File: config.mk
export PLATFORM = sky130hd
export DESIGN_NAME = gemm_tile_scheduler_flat
export DESIGN_NICKNAME = d
export VERILOG_FILES = /design/src/rtl/gemm_tile_scheduler_if.sv /design/src/rtl/gemm_tile_scheduler.sv /design/src/flat_wrapper.sv
export SDC_FILE = /design/constraint.sdc
export NUM_CORES = 2
export LEC_CHECK = 0
export CELL_PAD_IN_SITES_DETAIL_PLACEMENT = 0
export CELL_PAD_IN_SITES_GLOBAL_PLACEMENT = 1
export CORE_MARGIN = 1.5
export CORE_UTILIZATION = 44
export CTS_BUF_LIST = sky130_fd_sc_hd__clkbuf_4
export DETAILED_ROUTE_END_ITERATION = 10
export PLACE_DENSITY_LB_ADDON = 0.1
export SLEW_MARGIN = 20
export SYNTH_ARGS = -nofsm -noshare
export SYNTH_HDL_FRONTEND = slang
export SYNTH_SLANG_ARGS = --single-unit
export TNS_END_PERCENT = 20
File: constraint.sdc
create_clock -name clk -period 13.3 [get_ports clk]
set_input_delay 2.66 -clock clk [delete_from_list [all_inputs] [get_ports clk]]
set_output_delay 2.66 -clock clk [all_outputs]
set_load 0.1 [all_outputs]
File: src/rtl/gemm_tile_scheduler_if.sv
// System-bus port of the gemm accelerator, as seen by the tile scheduler.
interface gemm_tile_scheduler_if;
    logic        system_bus_en;
    logic        system_bus_rdwr;
    logic [31:0] system_bus_addr;
    logic [31:0] system_bus_wr_data;
    logic [31:0] system_bus_rd_data;

    modport master (
        output system_bus_en,
        output system_bus_rdwr,
        output system_bus_addr,
        output system_bus_wr_data,
        input  system_bus_rd_data
    );

    modport slave (
        input  system_bus_en,
        input  system_bus_rdwr,
        input  system_bus_addr,
        input  system_bus_wr_data,
        output system_bus_rd_data
    );
endinterface

File: src/rtl/gemm_tile_scheduler.sv
// Walks the n/m/k tile loops of an int8 GEMM job and programs each tile into
// the gemm accelerator over its system bus, throttling on FULL and polling DONE.
//
// state      | meaning
// -----------+---------------------------------------------------------
// IDLE       | waiting for start; bus idle, addr/data hold last value
// WR_ASTR    | write A stride (K) to BASE+12, once per job
// WR_BSTR    | write B stride (N) to BASE+16, once per job
// WR_A..DIM  | five tile register writes (A, B, C, CTRL, DIM)
// RD_FULL    | issue FULL read at BASE+0
// CHK_FULL   | keep reading; stay while FULL=1, else advance tile counters
// RD_DONE    | issue DONE read at BASE+24
// CHK_DONE   | keep reading; stay while DONE=0
// DONE       | one-cycle done pulse, back to IDLE
module gemm_tile_scheduler #(
    parameter int unsigned BLKN      = 16,
    parameter int unsigned BLKK      = 16,
    parameter int unsigned BLKM      = 16,
    parameter logic [31:0] BASE_ADDR = 32'h9000_0000,
    parameter int unsigned DIM_W     = 16
) (
    input  logic             clk,
    input  logic             rst,
    input  logic             start,
    input  logic [DIM_W-1:0] dim_m,
    input  logic [DIM_W-1:0] dim_k,
    input  logic [DIM_W-1:0] dim_n,
    input  logic [31:0]      a_addr,
    input  logic [31:0]      b_addr,
    input  logic [31:0]      c_addr,
    output logic             busy,
    output logic             done,
    gemm_tile_scheduler_if.master bus
);
    typedef enum logic [3:0] {
        S_IDLE, S_WR_ASTR, S_WR_BSTR, S_WR_A, S_WR_B, S_WR_C, S_WR_CTRL,
        S_WR_DIM, S_RD_FULL, S_CHK_FULL, S_RD_DONE, S_CHK_DONE, S_DONE
    } state_t;

    localparam logic [DIM_W-1:0] BLKN_D = DIM_W'(BLKN);
    localparam logic [DIM_W-1:0] BLKK_D = DIM_W'(BLKK);
    localparam logic [DIM_W-1:0] BLKM_D = DIM_W'(BLKM);

    state_t           state_q, state_d;
    logic [DIM_W-1:0] ki_q, ki_d, mi_q, mi_d, ni_q, ni_d;
    logic [DIM_W-1:0] dim_m_q, dim_k_q, dim_n_q;
    logic [31:0]      a_q, b_q, c_q;
    logic [31:0]      hold_addr_q, hold_data_q;

    logic [DIM_W-1:0] k_rem, m_rem, n_rem;
    logic [DIM_W:0]   k_end, m_end, n_end;
    logic [4:0]       ksize, msize, nsize;
    logic [31:0]      tile_a, tile_b, tile_c, tile_ctrl, tile_dim;
    logic             en_c, rdwr_c;
    logic [31:0]      addr_c, wdata_c;
    logic             accept;
    logic             unused_rd;

    assign accept    = (state_q == S_IDLE) && start;
    assign unused_rd = ^bus.system_bus_rd_data[31:1];

    // Current tile geometry and register values, all derived from the loop counters.
    always_comb begin
        k_rem     = dim_k_q - ki_q;
        m_rem     = dim_m_q - mi_q;
        n_rem     = dim_n_q - ni_q;
        k_end     = {1'b0, ki_q} + {1'b0, BLKK_D};
        m_end     = {1'b0, mi_q} + {1'b0, BLKM_D};
        n_end     = {1'b0, ni_q} + {1'b0, BLKN_D};
        ksize     = (k_rem > BLKK_D) ? BLKK_D[4:0] : k_rem[4:0];
        msize     = (m_rem > BLKM_D) ? BLKM_D[4:0] : m_rem[4:0];
        nsize     = (n_rem > BLKN_D) ? BLKN_D[4:0] : n_rem[4:0];
        tile_a    = a_q + 32'(ki_q) + 32'(mi_q) * 32'(dim_k_q);
        tile_b    = b_q + 32'(ni_q) + (32'(ki_q) + 32'(ksize) - 32'd1) * 32'(dim_n_q);
        tile_c    = c_q + 32'(ni_q) + 32'(mi_q) * 32'(dim_n_q);
        tile_ctrl = {30'b0, ki_q == '0, k_end >= {1'b0, dim_k_q}};
        tile_dim  = {17'b0, nsize, ksize, msize};
    end

    // Bus outputs decoded from state; IDLE/DONE replay the last address and data.
    always_comb begin
        en_c    = 1'b0;
        rdwr_c  = 1'b0;
        addr_c  = hold_addr_q;
        wdata_c = hold_data_q;
        case (state_q)
            S_WR_ASTR:  begin en_c = 1'b1; rdwr_c = 1'b1; addr_c = BASE_ADDR + 32'd12; wdata_c = 32'(dim_k_q); end
            S_WR_BSTR:  begin en_c = 1'b1; rdwr_c = 1'b1; addr_c = BASE_ADDR + 32'd16; wdata_c = 32'(dim_n_q); end
            S_WR_A:     begin en_c = 1'b1; rdwr_c = 1'b1; addr_c = BASE_ADDR;          wdata_c = tile_a;    end
            S_WR_B:     begin en_c = 1'b1; rdwr_c = 1'b1; addr_c = BASE_ADDR + 32'd4;  wdata_c = tile_b;    end
            S_WR_C:     begin en_c = 1'b1; rdwr_c = 1'b1; addr_c = BASE_ADDR + 32'd8;  wdata_c = tile_c;    end
            S_WR_CTRL:  begin en_c = 1'b1; rdwr_c = 1'b1; addr_c = BASE_ADDR + 32'd20; wdata_c = tile_ctrl; end
            S_WR_DIM:   begin en_c = 1'b1; rdwr_c = 1'b1; addr_c = BASE_ADDR + 32'd24; wdata_c = tile_dim;  end
            S_RD_FULL,
            S_CHK_FULL: begin en_c = 1'b1; addr_c = BASE_ADDR; end
            S_RD_DONE,
            S_CHK_DONE: begin en_c = 1'b1; addr_c = BASE_ADDR + 32'd24; end
            default:    ;
        endcase
    end

    assign bus.system_bus_en      = en_c;
    assign bus.system_bus_rdwr    = rdwr_c;
    assign bus.system_bus_addr    = addr_c;
    assign bus.system_bus_wr_data = wdata_c;
    assign busy = (state_q != S_IDLE);
    assign done = (state_q == S_DONE);

    // Next state and tile-loop stepping (k innermost, then m, then n).
    always_comb begin
        state_d = state_q;
        ki_d    = ki_q;
        mi_d    = mi_q;
        ni_d    = ni_q;
        case (state_q)
            S_IDLE: begin
                if (start) begin
                    ki_d = '0;
                    mi_d = '0;
                    ni_d = '0;
                    if (dim_m == '0 || dim_k == '0 || dim_n == '0) state_d = S_DONE;
                    else                                            state_d = S_WR_ASTR;
                end
            end
            S_WR_ASTR: state_d = S_WR_BSTR;
            S_WR_BSTR: state_d = S_WR_A;
            S_WR_A:    state_d = S_WR_B;
            S_WR_B:    state_d = S_WR_C;
            S_WR_C:    state_d = S_WR_CTRL;
            S_WR_CTRL: state_d = S_WR_DIM;
            S_WR_DIM:  state_d = S_RD_FULL;
            S_RD_FULL: state_d = S_CHK_FULL;
            S_CHK_FULL: begin
                if (!bus.system_bus_rd_data[0]) begin
                    if (k_end < {1'b0, dim_k_q}) begin
                        ki_d    = ki_q + BLKK_D;
                        state_d = S_WR_A;
                    end else if (m_end < {1'b0, dim_m_q}) begin
                        ki_d    = '0;
                        mi_d    = mi_q + BLKM_D;
                        state_d = S_WR_A;
                    end else if (n_end < {1'b0, dim_n_q}) begin
                        ki_d    = '0;
                        mi_d    = '0;
                        ni_d    = ni_q + BLKN_D;
                        state_d = S_WR_A;
                    end else begin
                        state_d = S_RD_DONE;
                    end
                end
            end
            S_RD_DONE:  state_d = S_CHK_DONE;
            S_CHK_DONE: if (bus.system_bus_rd_data[0]) state_d = S_DONE;
            S_DONE:     state_d = S_IDLE;
            default:    state_d = S_IDLE;
        endcase
    end

    // State, loop counters, latched job parameters and held bus values.
    always_ff @(posedge clk or negedge rst) begin
        if (!rst) begin
            state_q     <= S_IDLE;
            ki_q        <= '0;
            mi_q        <= '0;
            ni_q        <= '0;
            dim_m_q     <= '0;
            dim_k_q     <= '0;
            dim_n_q     <= '0;
            a_q         <= '0;
            b_q         <= '0;
            c_q         <= '0;
            hold_addr_q <= '0;
            hold_data_q <= '0;
        end else begin
            state_q     <= state_d;
            ki_q        <= ki_d;
            mi_q        <= mi_d;
            ni_q        <= ni_d;
            hold_addr_q <= addr_c;
            hold_data_q <= wdata_c;
            if (accept) begin
                dim_m_q <= dim_m;
                dim_k_q <= dim_k;
                dim_n_q <= dim_n;
                a_q     <= a_addr;
                b_q     <= b_addr;
                c_q     <= c_addr;
            end
        end
    end
endmodule

File: src/flat_wrapper.sv
// flat-port wrapper written by rule: the top's interface ports become plain ports
module gemm_tile_scheduler_flat 
#(
    parameter int unsigned BLKN      = 16,
    parameter int unsigned BLKK      = 16,
    parameter int unsigned BLKM      = 16,
    parameter logic [31:0] BASE_ADDR = 32'h9000_0000,
    parameter int unsigned DIM_W     = 16
)
  (clk, rst, start, dim_m, dim_k, dim_n, a_addr, b_addr, c_addr, busy, done, bus_system_bus_en, bus_system_bus_rdwr, bus_system_bus_addr, bus_system_bus_wr_data, bus_system_bus_rd_data);
  gemm_tile_scheduler_if bus_i ();
  input  logic clk;
  input  logic rst;
  input  logic start;
  input  logic [DIM_W-1:0] dim_m;
  input  logic [DIM_W-1:0] dim_k;
  input  logic [DIM_W-1:0] dim_n;
  input  logic [31:0] a_addr;
  input  logic [31:0] b_addr;
  input  logic [31:0] c_addr;
  output logic busy;
  output logic done;
  output wire logic [$bits(bus_i.system_bus_en)-1:0] bus_system_bus_en;
  output wire logic [$bits(bus_i.system_bus_rdwr)-1:0] bus_system_bus_rdwr;
  output wire logic [$bits(bus_i.system_bus_addr)-1:0] bus_system_bus_addr;
  output wire logic [$bits(bus_i.system_bus_wr_data)-1:0] bus_system_bus_wr_data;
  input wire logic [$bits(bus_i.system_bus_rd_data)-1:0] bus_system_bus_rd_data;
  assign bus_system_bus_en = bus_i.system_bus_en;
  assign bus_system_bus_rdwr = bus_i.system_bus_rdwr;
  assign bus_system_bus_addr = bus_i.system_bus_addr;
  assign bus_system_bus_wr_data = bus_i.system_bus_wr_data;
  assign bus_i.system_bus_rd_data = bus_system_bus_rd_data;
  gemm_tile_scheduler #(.BLKN(BLKN), .BLKK(BLKK), .BLKM(BLKM), .BASE_ADDR(BASE_ADDR), .DIM_W(DIM_W)) u_core (.clk(clk), .rst(rst), .start(start), .dim_m(dim_m), .dim_k(dim_k), .dim_n(dim_n), .a_addr(a_addr), .b_addr(b_addr), .c_addr(c_addr), .busy(busy), .done(done), .bus(bus_i));
endmodule
Word level (Yosys, flattened, before mapping)
Cells that the tools add are included.
{ "op_classes": {"addsub": 17, "multipliers": 3, "n_lt_le_gt_ge": 7, "n_eq_ne": 20, "muxes": 30, "n_reduce_logical": 18} }
{ "op_table": {"columns": ["operator", "n"], "rows": [
  ["$pmux W32 S7", 2],
  ["$mux W16", 12],
  ["$add A32 B16 Y32", 3],
  ["$add A32 B32 Y32", 3],
  ["$pmux W16 S2", 3],
  ["$logic_not A16 Y1", 4],
  ["$mul A16 B16 Y32", 2],
  ["$add A16 B5 Y17 const B", 3],
  ["$lt A17 B16 Y1", 3],
  ["$add A16 B5 Y16 const B", 3],
  ["$gt A16 B5 Y1 const B", 3],
  ["$pmux W4 S12", 1],
  ["$sub A16 B16 Y16", 3],
  ["$mul A32 B16 Y32", 1],
  ["$sub A32 B1 Y32 const B", 1],
  ["$mux W4", 7],
  ["$eq A4 B4 Y1 const B", 5],
  ["$add A16 B5 Y17", 1],
  ["$ge A17 B16 Y1", 1],
  ["$eq A4 B3 Y1 const B", 4],
  ["$mux W5", 3],
  ["$reduce_or A11 Y1", 1],
  ["$ne A2 B2 Y1 const B", 5],
  ["$eq A4 B2 Y1 const B", 2],
  ["16 further kinds", 19]
]} }
{ "totals": {"reg_bits": 260, "output_inout_bits": 68, "word_cells": 107} }

Longest topological paths before layout
{ "logic_depth": {"ltp_word": 8, "mapped_depth": 51, "mapped_depth_nobuf": 49} }

Worst setup path after synthesis
Ideal clock, no wire load.
{ "synth_path": {"kind": "flip-flop to output port", "start": "register u_core.ki_q[6]", "end": "output bus_system_bus_wr_data[29]", "t_arrival_ns": 11.810, "t_required_ns": 10.640, "path_slack_ns": -1.170, "stages_incl_launch_ff": 47, "n_path_buf": 3, "cell_sequence": "dfrtp_1 > clkbuf_1 > inv_1 > ha_1 > a21o_1 > a31oi_1 > o21ai_0 > nor4_1 > a311o_1 > nand3_1 > nor4b_1 > nand2_1 > ha_1 > and2_1 > nand2_1 > nor2_1 > nor2b_1 > a41oi_1 > [11 not listed] > inv_1 > fa_1 > fa_1 > inv_1 > fa_1 > inv_1 > ha_1 > o21a_1 > o2111ai_1 > a21o_1 > o21ai_0 > nand2_1 > o311ai_0 > o221ai_1 > xor2_1 > o221ai_1 > a21oi_1 > a21oi_1"} }
{ "synth_via": {"elab_chain_len": 8} }
{ "synth_lines": {"columns": ["item", "line", "source"], "rows": [
  ["start, declared", "gemm_tile_scheduler.sv:45", "logic [DIM_W-1:0] ki_q, ki_d, mi_q, mi_d, ni_q, ni_d;"],
  ["start signal, assigned", "gemm_tile_scheduler.sv:176", "ki_q <= ki_d;"],
  ["$sub A16 B16 Y16", "gemm_tile_scheduler.sv:64", "k_rem = dim_k_q - ki_q;"],
  ["$gt A16 B5 Y1", "gemm_tile_scheduler.sv:70", "ksize = (k_rem > BLKK_D) ? BLKK_D[4:0] : k_rem[4:0];"],
  ["$mux W5", "gemm_tile_scheduler.sv:70", null],
  ["$add A16 B5 Y17", "gemm_tile_scheduler.sv:74", "tile_b = b_q + 32'(ni_q) + (32'(ki_q) + 32'(ksize) - 32'd1) * 32'(dim_n_q);"],
  ["$sub A32 B1 Y32", "gemm_tile_scheduler.sv:74", null],
  ["$mul A32 B16 Y32", "gemm_tile_scheduler.sv:74", null],
  ["$add A32 B32 Y32", "gemm_tile_scheduler.sv:74", null],
  ["$pmux W32 S7 *", "gemm_tile_scheduler.sv:86", "case (state_q)"],
  ["end, declared", "flat_wrapper.sv:26", "output wire logic [$bits(bus_i.system_bus_wr_data)-1:0] bus_system_bus_wr_data;"]
]} }
Mark *: on every way between the ends. The rest lies on a longest branch, timed or not.

Final worst setup path
{ "layout_path": {"start": "register u_core.dim_k_q[4]", "end": "output bus_system_bus_wr_data[23]"} }
{ "layout_via": {"elab_chain_len": 8} }
{ "layout_lines": {"columns": ["item", "line", "source"], "rows": [
  ["start, declared", "gemm_tile_scheduler.sv:46", "logic [DIM_W-1:0] dim_m_q, dim_k_q, dim_n_q;"],
  ["start signal, assigned", "gemm_tile_scheduler.sv:183", "dim_k_q <= dim_k;"],
  ["$sub A16 B16 Y16", "gemm_tile_scheduler.sv:64", null],
  ["$gt A16 B5 Y1", "gemm_tile_scheduler.sv:70", null],
  ["$mux W5", "gemm_tile_scheduler.sv:70", null],
  ["$add A16 B5 Y17", "gemm_tile_scheduler.sv:74", null],
  ["$sub A32 B1 Y32", "gemm_tile_scheduler.sv:74", null],
  ["$mul A32 B16 Y32", "gemm_tile_scheduler.sv:74", null],
  ["$add A32 B32 Y32", "gemm_tile_scheduler.sv:74", null],
  ["$pmux W32 S7 *", "gemm_tile_scheduler.sv:86", null]
]} }
Marked as above.

==> impl_metrics.toml <==
[finish]
finalNonFillerCells = 6998
flow.area_growth_from_synthesis_pct = 19.9
finish.net_count = 6935
fillCellCount = 9461
drive_gt1_share_pct = 13.2

[floorplan]
design.core.area_um2 = 98400
top_level_ports = 247
core_rows = 115
die_y_um = 318
die_x_um = 318
start_util_pct = 44.4
die_footprint_um2 = 101000

[logic_synthesis]
synthesis.area_per_instance_um2 = 8.57
synth_area_um2 = 43700
ys_ff_latch = 248
synth_sequential_area_ratio_pct = 14.2
synth_cells = 5103
synthMostInstantiatedCell = "sky130_fd_sc_hd__inv_1"
synth_async_sr_flop_share_pct = 100
ys_top_cells_by_area = "sky130_fd_sc_hd__fa_1, sky130_fd_sc_hd__dfrtp_1, sky130_fd_sc_hd__ha_1"
synth-edff-count = 0
main_synth_ff_type = "sky130_fd_sc_hd__dfrtp_1"
synth.distinct_cells = 88
netlist.top_cell.by_area = "sky130_fd_sc_hd__fa_1"
area_share_of_the_leading_cell_type_in_the_synthesized_netlist_pct = 35.1
synth_top_cells_by_count = "sky130_fd_sc_hd__inv_1, sky130_fd_sc_hd__nand2_1, sky130_fd_sc_hd__fa_1"
ys_warn_count = 0

[worst_setup_path]
critical_path_peak_fanout = 6
critPathRequiredTime_ns = 10.64
timing.critical_path.mode_cell = "sky130_fd_sc_hd__buf_4"
timing.setup.critical_path_class = "flop to output port"
critical_path.startpoint_type = "flop"
critical-path-slowest-cell = "sky130_fd_sc_hd__or4b_4"
worst-endpoint-arrival_ns = 11.44
rrSetupSlack_ns = 2.91
critical-path-max-stage-delay_ns = 0.58
crit_path_end_kind = "output port"

[route]
vias = 36300
vias_per_cell = 5.19
wl_per_cell_um = 21.7
firstDrtPassIters = 5
detail_route.drc_violations = 0
routed_wl_um = 152000
drt_iter0_drc = 2316
antenna_violating_nets_post_route = 0

[global_route]
first_pass_grt_wire_length_um = 234000
via_count_of_the_first_global_routing_pass = 38400
antenna_violations_before_repair = 7
grt_overflow = 0
gr-usage-all-layers_pct = 30.9
grt_start_max_net_pins = 95

[outcome]
failed_checks = "negative setup slack"
run_status = "finished, violations left"

[timing]
post-route-period-util_pct = 106
pins_over_slew_limit = 0
skew_ns = 0.107
worst_slew_margin_rel_pct = 26.6
clock.fmax_mhz = 70.9
setup_viol = 17
final_hold_viol_count = 0
worst_slack_ns = -0.799
period_minus_slack_ns = 14.10
rsz0062_at_grt = "true"
worst_slew_pin_slew_ns = 1.10

[clocking]
ctsHtreeMaxLevel = 3
clk_pin_slew_worst_paths_ns = 0.07
insertion_delay_to_the_later_sink_of_the_worst_skew_pair_ns = 0.99
clockBufferDepth = 3
clock_tree.root_cell = "sky130_fd_sc_hd__clkbuf_4"
clock_tree_from_tritoncts = "yes"
cts_made_buffers = 82
total_clock_sinks = 248

[worst_hold_path]
min_path_type = "flop to flop"

[place]
place.port_buffers = 215
detailed_place_hpwl_um = 121000
placed_cells = 6815
place.gp.congestion = 0.951
post-place-ws_ns = -0.977

[run]
drv_cap = 0
[layer usage]
layer  up-vias  part of all wire, %  track usage [%]
met4         4                  4.5             12.0
met1     18300                   43             40.8
met3       290                  5.9             4.52
li1      16600                    -                -
met2      1081                   47             51.2
met5         -                0.018                0
[worst max-delay path: cells and delay by family, from the launching register on]
kind,cells,cell delay [ns]
multiplexers,1,0.21
buffers and inverters,16,1.80
AO/OA/AOI/OAI,12,2.02
XOR/XNOR,2,0.38
AND/OR/NAND/NOR,11,1.99
flip-flops,1,0.41
adder cells (fa/ha/maj),9,3.65
[flip-flops by register name, summed over array words and instances, names as in the netlist, 16 cells and up]
signal	cells
u_core.a_q	32
u_core.b_q	32
u_core.c_q	32
u_core.dim_k_q	16
u_core.dim_m_q	16
u_core.dim_n_q	16
u_core.hold_addr_q	32
u_core.hold_data_q	32
[placed cells by master, fill, tap and decap left out, types with 14 or more instances in the layout]
cell type | synthesis | layout
sky130_fd_sc_hd__nor4_1 | 25 | 18
sky130_fd_sc_hd__nand2b_1 | 40 | 37
sky130_fd_sc_hd__buf_4 | 0 | 377
sky130_fd_sc_hd__conb_1 | 2 | 83
sky130_fd_sc_hd__nand3_1 | 53 | 51
sky130_fd_sc_hd__buf_12 | 0 | 32
sky130_fd_sc_hd__o21bai_1 | 22 | 22
sky130_fd_sc_hd__a21o_1 | 49 | 49
sky130_fd_sc_hd__a32o_1 | 15 | 15
sky130_fd_sc_hd__dfrtp_1 | 248 | 241
sky130_fd_sc_hd__and2_1 | 176 | 170
sky130_fd_sc_hd__ha_1 | 345 | 324
sky130_fd_sc_hd__nor2b_1 | 24 | 20
sky130_fd_sc_hd__o31ai_1 | 19 | 18
sky130_fd_sc_hd__inv_1 | 1140 | 1129
sky130_fd_sc_hd__clkbuf_4 | 0 | 110
sky130_fd_sc_hd__a21oi_1 | 186 | 163
sky130_fd_sc_hd__a21oi_2 | 1 | 19
sky130_fd_sc_hd__nor3_1 | 58 | 54
sky130_fd_sc_hd__xor2_1 | 49 | 45
sky130_fd_sc_hd__clkinv_1 | 9 | 33
sky130_fd_sc_hd__o21a_1 | 20 | 19
sky130_fd_sc_hd__o21ai_0 | 171 | 159
sky130_fd_sc_hd__nor2_1 | 260 | 250
sky130_fd_sc_hd__nand2_1 | 793 | 782
sky130_fd_sc_hd__ha_4 | 0 | 18
sky130_fd_sc_hd__xnor2_1 | 127 | 120
sky130_fd_sc_hd__and3_1 | 40 | 39
sky130_fd_sc_hd__fa_1 | 767 | 763
sky130_fd_sc_hd__a31oi_1 | 22 | 18
sky130_fd_sc_hd__nand4_1 | 14 | 14
sky130_fd_sc_hd__clkdlybuf4s50_1 | 0 | 186
[cell families after synthesis]
group                    after synthesis  share of synthesized area, %
buffers and inverters               1383                          11.9
other                                  2                        0.0172
AO/OA/AOI/OAI                        630                          9.05
multiplexers                          15                         0.352
flip-flops                           248                          14.2
AND/OR/NAND/NOR                     1533                          15.8
adder cells (fa/ha/maj)             1112                          45.0
XOR/XNOR                             180                          3.69
[path summary, 6_finish.rpt]
| path | to | start | cells after the start |
|---|---|---|---|
| min in group asynchronous | u_core.dim_n_q[2]$_DFFE_PN0P_ | rst | 1 |
| max in group asynchronous | u_core.ni_q[5]$_DFFE_PN0P_ | rst | 3 |
| worst max-delay path | bus_system_bus_wr_data[23] | u_core.dim_k_q[4]$_DFFE_PN0P_ | 51 |
| worst max register to register | u_core.hold_data_q[30]$_DFF_PN0_ | u_core.dim_k_q[4]$_DFFE_PN0P_ | 48 |
| worst min register to register | u_core.hold_addr_q[31]$_DFF_PN0_ | u_core.hold_addr_q[31]$_DFF_PN0_ | 1 |
| worst min-delay path | u_core.hold_addr_q[31]$_DFF_PN0_ | u_core.hold_addr_q[31]$_DFF_PN0_ | 1 |
[per-stage QoR]
step / hold slack (ns) / setup TNS (ns) / cell area [um2] / util [%]
finish: 0.462 / -7.15 / 52500 / 53.3
global route: 0.494 / -15.75 / 52400 / 53.3
CTS: 0.465 / -12.00 / 51900 / 52.7
detailed placement: 0.451 / -4.67 / 50000 / 50.8
global placement: 0.448 / -4.07 / 50000 / 50.8
floorplan: 0.445 / -0.337 / 44100 / -
[area by class of cell]
class,instances,area (um2),share of cell area [%]
inverter,1150,4320,8.23
tap,1287,1610,3.07
clock inverter,35,208,0.396
multi-input combinational,3553,33800,64.4
clock buffer,110,826,1.57
antenna,6,15.0,0.0286
timing repair buffer,609,5500,10.5
sequential,248,6210,11.8
[what timing repair did]
item / 4_1_cts / 5_1_grt
gates cloned: 0 / 0
buffers inserted: 26 / 13
gates resized for setup: 115 / 96
hold buffers: 0 / 0
pin swaps: 83 / 81
setup endpoints to repair: 22 / 22
Power is not shown: default switching activity piles up to over one toggle a cycle in this logic, so the estimate is an artifact.
